==> config.mk <==
export PLATFORM = sky130hd
export DESIGN_NAME = multi_q_measurement
export DESIGN_NICKNAME = d
export VERILOG_FILES = /design/src/rtl/multi_q_measurement.sv
export SDC_FILE = /design/constraint.sdc
export NUM_CORES = 1
export LEC_CHECK = 0
export CORE_MARGIN = 2
export CORE_UTILIZATION = 55
export CTS_CLUSTER_DIAMETER = 30
export DETAILED_ROUTE_END_ITERATION = 7
export PLACE_DENSITY = 0.72
export SLEW_MARGIN = 20
export SYNTH_ARGS = -nofsm -noshare
export SYNTH_HDL_FRONTEND = slang
export SYNTH_SLANG_ARGS = --single-unit
==> constraint.sdc <==
create_clock -name clk -period 4.85 [get_ports clk]
set_input_delay 0.485 -clock clk [delete_from_list [all_inputs] [get_ports clk]]
set_output_delay 0.485 -clock clk [all_outputs]
set_load 0.01 [all_outputs]
==> src/rtl/multi_q_measurement.sv <==
// Multi-channel pulse-charge measurement: per-channel pulse counting with watchdog, round-robin result output.
// Define Q_SAT_EN to clamp out-of-range charge results instead of truncating them modulo 2**BUS_WIDTH.
module multi_q_measurement #(
  parameter int N_CH          = 4,
  parameter int BUS_WIDTH     = 10,
  parameter int CNT_WIDTH     = 6,
  parameter int WTD_BUS_WIDTH = 2,
  parameter int Q_PER_PULSE   = 30
) (
  input  logic                                        clk,
  input  logic                                        rst,
  input  logic                                        start,
  input  logic [N_CH-1:0]                             q_serialized,
  output logic                                        out_valid,
  input  logic                                        out_ready,
  output logic [((N_CH > 1) ? $clog2(N_CH) : 1)-1:0]  out_ch,
  output logic [BUS_WIDTH-1:0]                        out_q
);

  localparam int CH_W = (N_CH > 1) ? $clog2(N_CH) : 1;
  localparam int QW   = $clog2(Q_PER_PULSE + 1);
  localparam int PW   = CNT_WIDTH + QW;

  localparam logic [CNT_WIDTH-1:0]     CNT_MAX = '1;
  localparam logic [WTD_BUS_WIDTH-1:0] WTD_MAX = '1;
  localparam logic [BUS_WIDTH-1:0]     Q_MAX   = '1;

  typedef enum logic [1:0] {
    IDLE     = 2'd0,
    ARMED    = 2'd1,
    COUNTING = 2'd2,
    DONE     = 2'd3
  } ch_state_e;

  ch_state_e                st  [N_CH];
  logic [CNT_WIDTH-1:0]     cnt [N_CH];
  logic [WTD_BUS_WIDTH-1:0] wtd [N_CH];
  logic [BUS_WIDTH-1:0]     res [N_CH];

  logic [N_CH-1:0] sync1, sync2, edge_q, rise;
  logic [CH_W-1:0] rr_ptr;
  logic [CH_W-1:0] grant_idx;
  logic            grant_found;
  logic            xfer;

  function automatic logic [BUS_WIDTH-1:0] reduce_q(input logic [CNT_WIDTH-1:0] c);
    logic [PW-1:0] prod;
    prod = PW'(c) * PW'(Q_PER_PULSE);
`ifdef Q_SAT_EN
    if ((PW + BUS_WIDTH)'(prod) > (PW + BUS_WIDTH)'(Q_MAX)) return Q_MAX;
`endif
    return BUS_WIDTH'(prod);
  endfunction

  // Two-flop synchroniser; edge_q holds the previous synchronised level so a
  // level held high yields a single rise pulse.
  // NOTE: sequential state uses non-blocking assignments so every flop samples pre-edge values.
  always_ff @(posedge clk) begin
    if (rst) begin
      sync1  <= '0;
      sync2  <= '0;
      edge_q <= '0;
    end else begin
      sync1  <= q_serialized;
      sync2  <= sync1;
      edge_q <= sync2;
    end
  end

  assign rise = sync2 & ~edge_q;
  assign xfer = out_valid & out_ready;

  // Round-robin pick among DONE channels, skipping the one currently being presented.
  always_comb begin
    int idx;
    // NOTE: defaults first so every path assigns these and no latch is inferred.
    grant_found = 1'b0;
    grant_idx   = '0;
    idx         = 0;
    for (int k = 0; k < N_CH; k++) begin
      idx = (int'(rr_ptr) + k) % N_CH;
      if (!grant_found && st[idx] == DONE && !(out_valid && out_ch == CH_W'(idx))) begin
        grant_found = 1'b1;
        grant_idx   = CH_W'(idx);
      end
    end
  end

  always_ff @(posedge clk) begin
    for (int i = 0; i < N_CH; i++) begin
      // NOTE: per-channel result storage is cleared too, so no stale charge survives an abort or reset.
      if (rst || !start) begin
        st[i]  <= IDLE;
        cnt[i] <= '0;
        wtd[i] <= WTD_MAX;
        res[i] <= '0;
      end else begin
        case (st[i])
          IDLE: st[i] <= ARMED;
          ARMED: begin
            if (rise[i]) begin
              st[i]  <= COUNTING;
              cnt[i] <= CNT_WIDTH'(1);
              wtd[i] <= WTD_MAX;
            end
          end
          COUNTING: begin
            if (rise[i]) begin
              if (cnt[i] != CNT_MAX) cnt[i] <= cnt[i] + CNT_WIDTH'(1);
              wtd[i] <= WTD_MAX;
            end else if (wtd[i] == '0) begin
              st[i]  <= DONE;
              res[i] <= reduce_q(cnt[i]);
            end else begin
              wtd[i] <= wtd[i] - WTD_BUS_WIDTH'(1);
            end
          end
          DONE: begin
            // Edges arriving here are ignored until the result is taken.
            if (xfer && out_ch == CH_W'(i)) begin
              st[i]  <= ARMED;
              cnt[i] <= '0;
              wtd[i] <= WTD_MAX;
            end
          end
          default: st[i] <= IDLE;
        endcase
      end
    end
  end

  always_ff @(posedge clk) begin
    if (rst) begin
      out_valid <= 1'b0;
      out_ch    <= '0;
      out_q     <= '0;
      rr_ptr    <= '0;
    end else if (!start) begin
      out_valid <= 1'b0;
      out_ch    <= '0;
      out_q     <= '0;
    end else if (!out_valid || out_ready) begin
      out_valid <= grant_found;
      if (grant_found) begin
        out_ch <= grant_idx;
        out_q  <= res[grant_idx];
        rr_ptr <= (grant_idx == CH_W'(N_CH - 1)) ? '0 : grant_idx + CH_W'(1);
      end
    end
  end

endmodule

==> key figures, run 1 <==
Timing
  – Max-slew violations: 0
  – Final Skew: 6.65 ps
  – Hold Fails Final Rpt: 0
  – Final cycle utilization of the critical path: 67.6%
  – Final worst setup slack: 1570 ps
  – Setup TNS: 0 ps
  – Tmin final: 3280 ps
  – Slew margin rel.: 40.0%
  – RSZ-0062 raised after global routing: no
  – Max Freq: 305 MHz
  – Final setup viols: 0
  – Worst Max-Slew Pin Slew: 900 ps

Yosys
  – Mux cell area share after synthesis: 4.15%
  – FF+latch count, synth: 104
  – Yosys top cell area share: 32.6%
  – Number of enable flip-flop cells after synthesis: 76
  – Async SR Flop Fraction: 0%
  – Seq/Total Area, Yosys: 40.6%
  – Synthesized cell area: 7000 um2
  – Top-count cell post-synth: edfxtp_1
  – Netlist cell types: 58
  – Simple-gate share of the synthesized area: 15.9%
  – Top post-synthesis cells by count: edfxtp_1, nand2_1, ha_1
  – Syn Inst Count: 648
  – Top FF cell, synth: edfxtp_1
  – Syn nets: 756
  – Complex-gate fraction of the synthesized area: 7.72%
  – XOR/XNOR Fraction of Synth Area: 5.36%
  – Post-synth top area cell: edfxtp_1
  – Adder-cell share of the synthesized area: 21.7%
  – Largest family of logic cells by synthesized area: adder cells
  – Avg Inst Size Synth: 10.8 um2
  – Synth top area cells: edfxtp_1, ha_1, fa_1, dfxtp_1, xnor2_1
  – Yosys warns: 0

Critical path
  – CP Data Arrival Time: 3370 ps
  – Crit path from: cnt[0][3]
  – Largest fanout on the critical path: 6
  – Nature of the critical path endpoint: flip-flop
  – Reg2reg setup slack: 1570 ps
  – CP Launch Type: flip-flop
  – Worst EP required: 4940 ps
  – Crit Reg-Reg Endpoint: res[0][8]
  – CP Class: flip-flop to flip-flop
  – R2R Path Start: cnt[0][3]
  – Reg2reg path depth: 11

CTS
  – Clock insertion delay at the later pin of the skew report: 350 ps
  – Reg clk slew, reported paths: 70 ps
  – # hold bufs at CTS: 0
  – CTS tree: done
  – Post-CTS setup buffer count: 0
  – CTS H-tree lvls: 3
  – Num CTS Buffers: 9
  – Clk buf depth: 2
  – Clock root cell: clkbuf_16
  – # resized after CTS: 0
  – Clock sinks: 104

Drt
  – DR WL/cell: 15.5 um
  – Vias after detailed routing: 4492
  – Final ANT Viol Nets: 0
  – DRT Pass-1 Iters: 4
  – Routed wire length: 13000 um
  – Via density: 5.35
  – Number of DRC markers in iteration 0: 257
  – Residual DRC: 0

Power and ir drop
  – Leakage: 3.27 nW
  – Peak VDD IR: 170 uV
  – PD cells: 275 nW/um2

Finish
  – Fin area: 7630 um2
  – Seq. cell area: 2840 um2
  – Fillers: 1066
  – Share of post-route cells with drive strength above 1: 5.55%
  – Multi-input gate area: 3850 um2
  – P&R area growth vs syn: 8.97%
  – # nets final: 770
  – Final core utilization: 60.9%
  – Diodes inserted: 0

Floorplanning
  – Starting density of the core: 55.9%
  – Full die area: 13600 um2
  – # IOs: 21
  – Die Height: 117 um
  – Core ar.: 12500 um2
  – FP Rows: 41
  – Die width: 117 um

Hold path
  – Hold_sp: sync1[1]
  – Hold Path Depth: 1
  – Hold EP: sync2[1]
  – Hold Crit Class: flip-flop to flip-flop

Place
  – DPL Wire Length: 10400 um
  – Placed Area: 7320 um2
  – Placer congestion estimate: 0.826
  – Port Buf Inserts: 19
  – Pre-CTS WS: 1580 ps

Global routing
  – First-pass GRT wire length: 21900 um
  – Remaining global-route overflow: 0
  – Gr usage total: 21.1%
  – Largest net degree at the start of global routing: 22
  – Vias in the first global route: 4574
  – Initial antenna violation count: 0

Status
  – Run status: complete, no violations

Run
  – Max cap viols: 0
## worst max path at each step
stage                      endpoint  slack [ps]  cells after the start
after floorplan           res[0][8]        1750                     11
after global placement    res[0][8]        1680                     11
after detailed placement  res[0][8]        1580                     11
after CTS                 res[0][8]        1570                     11
after global routing      res[3][8]        1400                     11
final                     res[0][8]        1570                     11
## layout make-up
type | count | area share [%]
clock buffers | 10 | 3.13
multi-input cells | 471 | 50.5
clock inverters | 6 | 0.886
inverters | 54 | 2.66
repair buffers | 22 | 2.79
well taps | 172 | 2.82
flip-flops and latches | 104 | 37.3
## flip-flops by register name, indices dropped and copies added (netlist names), named ones only
| register | flops |
|---|---|
| out_valid | 1 |
| edge_q | 4 |
| res | 36 |
| st | 8 |
| sync2 | 4 |
| out_ch | 2 |
| sync1 | 4 |
| wtd | 8 |
| rr_ptr | 2 |
| out_q | 9 |
| cnt | 24 |
## cells in the final DEF, fill, tap and decap left out, types with 3 or more instances in the layout
| cell | Yosys | layout |
|---|---|---|
| mux4_2 | 12 | 12 |
| xnor2_1 | 33 | 33 |
| nor3_1 | 7 | 7 |
| inv_1 | 54 | 54 |
| or3_1 | 3 | 3 |
| xor2_1 | 8 | 8 |
| edfxtp_1 | 76 | 76 |
| nand2_1 | 71 | 71 |
| dfxtp_1 | 28 | 28 |
| nand3b_1 | 3 | 3 |
| nand4_1 | 5 | 5 |
| nor2_1 | 61 | 61 |
| buf_4 | 2 | 3 |
| and2_1 | 15 | 15 |
| nand2b_1 | 9 | 9 |
| nor2b_1 | 25 | 24 |
| a21o_1 | 22 | 22 |
| o211ai_1 | 4 | 4 |
| nand3_1 | 23 | 23 |
| o21ai_0 | 4 | 4 |
| a21oi_1 | 20 | 20 |
| clkdlybuf4s50_1 | 0 | 19 |
| fa_1 | 36 | 36 |
| ha_1 | 64 | 64 |
| o21ai_1 | 9 | 9 |
| clkbuf_16 | 0 | 9 |
## report_power, final
part | switching, mW | internal, mW | total (mW)
combinational | 0.174 | 0.153 | 0.327
sequential | 0.0439 | 0.986 | 1.03
clock | 0.327 | 0.416 | 0.743
total | 0.545 | 1.56 | 2.10
## cells by family (layout without fill, tap and decap cells)
logic type / Yosys count / after routing
simple gates: 234 / 234
flops: 104 / 104
fa+ha+maj: 100 / 100
compound gates: 80 / 80
buf+inv: 73 / 92
xor+xnor: 42 / 42
mux: 14 / 14
other cells: 1 / 1
## critical path, stage by stage (launching register included)
cell	delay (ps)
edfxtp_1	530
inv_1	210
fa_1	460
fa_1	510
inv_1	40
ha_1	330
a21o_1	190
a21o_1	190
a21o_1	170
a21oi_1	200
xnor2_1	140
nor2_1	50
## per-layer routing
| layer | share of wire [%] | vias up | GRT usage [%] |
|---|---|---|---|
| li1 | - | 2236 | - |
| met1 | 44 | 2172 | 27.1 |
| met2 | 50 | 65 | 36.3 |
| met3 | 4.0 | 19 | 4.07 |
| met4 | 1.8 | 0 | 6.51 |
| met5 | 0 | - | 0 |
## metrics by stage
stage | hold WS [ps] | total power, mW | instances
CTS | 445 | 2.12 | 839
floorplan | 414 | 1.30 | 648
global placement | 422 | 1.36 | 823
global route | 457 | 2.21 | 839
detailed placement | 427 | 1.38 | 823
finish | 441 | 2.10 | 839
Note: power is estimated with default switching activity, not from simulation.
==> run 2, diff against run 1 <==
PLACE_DENSITY = 0.75   (was 0.72)
clock period = 2.8 ns   (was 4.85 ns; I/O delays follow)
==> run 2 against run 1 <==
  * The run now ends with setup timing left
  * Non-clock buffer count increased by 77
  * Worst hold slack improved by 2.6 ps
  * Critical path depth shrank 1
  * Register-to-register slack got worse by 1700 ps
  * Sequential power rose by 71%
  * Power grew 90%
  * First-iteration DRC count up 1.9%
  * Clock-buffer cell count increased by 1
  * Clock power increased by 91%
  * Cell count grew 9.2%
  * Via count rose by 11%
  * Largest power group unchanged
==> key figures, run 2 (synthesis results as in run 1) <==
Status
  – Run status: complete, but fails checks
  – Failing checks: setup timing

Critical path
  – CP max-delay cell: fa_2
  – Kind of cell adding the most delay to the critical path: adder cells
  – CP Launch Type: flip-flop
  – Largest fanout on the critical path: 5 (-1)
  – Nature of the critical path endpoint: flip-flop
  – CP bufs+invs: 1 (-1)
  – Worst EP required: 2900 ps (-2040 ps)
  – CP Data Arrival Time: 3070 ps (-300 ps)
  – CP Class: flip-flop to flip-flop
  – CP cell instances: fa_1 > fa_2 > buf_4 > ha_4 > a21o_1 > a21o_1 > a21o_1 > a21oi_2 > xor2_1 > nor2_1
  – Most frequent cell on the critical path: a21o_1
  – CP peak stage delay: 580 ps (+50 ps)

Place
  – DPL Wire Length: 11100 um (+7.0%)
  – Placer congestion estimate: 0.925 (+12%)
  – Port Buf Inserts: 19 (unchanged)
  – Placed Cells: 893 (+8.5%)
  – Placed Area: 7960 um2 (+8.7%)

Finish
  – Largest registers: res x36, cnt x24, out_q x9
  – Most frequent cells in the layout: edfxtp_1, buf_4, nand2_1
  – Finished Layout Cells: 916 (+9.2%)
  – Diodes inserted: 0 (unchanged)
  – Share of post-route cells with drive strength above 1: 20.0% (+14 points)
  – Max FFs per register: 36 (unchanged)
  – P&R area growth vs syn: 20.8%
  – Fillers: 959 (-10%)
  – Commonest non-fill, non-tap cell in the layout: edfxtp_1
  – Top reg by flops: res
  – Fin area: 8450 um2 (+11%)
  – # nets final: 847 (+10%)

CTS
  – Clk buf depth: 2 (unchanged)
  – Clock insertion delay at the later pin of the skew report: 360 ps (about the same)
  – Num CTS Buffers: 9 (unchanged)
  – Reg clk slew, reported paths: 70 ps (about the same)
  – CTS tree: done
  – Clock sinks: 104 (unchanged)
  – CTS H-tree lvls: 3 (unchanged)
  – Clock root cell: clkbuf_16

Drt
  – DR WL/cell: 15.5 um (-0.47%)
  – Number of DRC markers in iteration 0: 262 (+1.9%)
  – Residual DRC: 0 (unchanged)
  – DRT Pass-1 Iters: 5 (+1)
  – Routed wire length: 14200 um (+8.7%)
  – Via density: 5.45 (+1.7%)
  – Vias after detailed routing: 4989 (+11%)
  – Final ANT Viol Nets: 0 (unchanged)

Timing
  – Max-slew violations: 0 (unchanged)
  – Final cycle utilization of the critical path: 106% (+38 points)
  – Worst Max-Slew Pin Slew: 648 ps (-252 ps)
  – Hold Fails Final Rpt: 0 (unchanged)
  – Final worst setup slack: -166 ps (-1740 ps)
  – RSZ-0062 raised after global routing: yes
  – Setup TNS: -1120 ps (-1120 ps)
  – Slew margin rel.: 56.6% (+17 points)
  – Final setup viols: 9 (+9)
  – Max Freq: 337 MHz (+11%)
  – Final Skew: 8.27 ps (+1.62 ps)
  – Tmin final: 2970 ps (-312 ps)

Power and ir drop
  – PD cells: 473 nW/um2 (+72%)
  – Peak VDD IR: 251 uV (+47%)
  – Leakage: 3.72 nW (+14%)

Run
  – Max cap viols: 0 (unchanged)

Floorplanning
  – Die width: 117 um (unchanged)
  – Full die area: 13600 um2 (unchanged)
  – Core ar.: 12500 um2 (unchanged)
  – # IOs: 21 (unchanged)
  – FP Rows: 41 (unchanged)
  – Starting density of the core: 55.9% (unchanged)
  – Die Height: 117 um (unchanged)

Hold path
  – Hold Crit Class: flip-flop to flip-flop

Global routing
  – Largest net degree at the start of global routing: 18 (-18%)
  – First-pass GRT wire length: 23700 um (+8.2%)
  – Remaining global-route overflow: 0 (unchanged)
  – Vias in the first global route: 5078 (+11%)
  – Initial antenna violation count: 0 (unchanged)
  – Gr usage total: 22.8% (+1.7 points)
run 2: changes by cell type in the layout (fill, tap and decap cells not counted), moves of 5 or more:
cell and change:
ha_4 +5, xnor2_2 +7, a21oi_2 +8, inv_1 -7
buf_4 +70, xnor2_1 -7, ha_1 -5, a21oi_1 -8
buf_6 +5, fa_2 +5, fa_1 -5, inv_2 +7
run 2: routing by layer:
layer  wire, um  vias to the layer above  GRT usage, %
li1           -                     2403             -
met1       6040                     2426          28.2
met2       7250                      135          40.0
met3        613                       25          5.30
met4        260                        0          6.90
met5          0                        -             0
run 2: power by group:
part	internal (mW)	switching, mW
Combinational	0.422	0.394
Sequential	1.71	0.0502
Clock	0.846	0.578
run 2: stage by stage:
stage          total power, mW  setup slack [ps]  hold WS, ps  util (%)
6_report                  4.00              -166          444      67.5
5_1_grt                   4.18              -298          463      67.5
4_1_cts                   3.98              -168          449      66.7
3_5_place_dp              2.54              -174          434      63.6
3_3_place_gp              2.51             -87.6          427      63.6
2_1_floorplan             2.28              -157          352         -
run 2: area by class of cell:
cell class	count	area, um2	share of cell area, %
Clock inverter	5	85.1	1.01
Timing Repair Buffer	99	835	9.87
Tap cell	172	215	2.55
Multi-Input combinational cell	471	4020	47.6
Sequential cell	104	2840	33.6
Clock buffer	11	254	3.00
Inverter	54	203	2.40
run 2: timing repair:
item | CTS | global route
hold buffers | 0 | 0
resized for setup | 4 | 18
buffers inserted | 3 | 7
endpoints found under the setup margin | 11 | 18
pin swaps | 11 | 14
run 2: path summary, 6_finish.rpt:
kind	start	to	depth (start not counted)	slack (ps)
setup / recovery	cnt[3][2]	res[3][7]	10	-170
hold / removal	sync1[0]	sync2[0]	1	440
hold reg to reg	sync1[0]	sync2[0]	1	440
setup reg to reg	cnt[3][2]	res[3][7]	10	-170
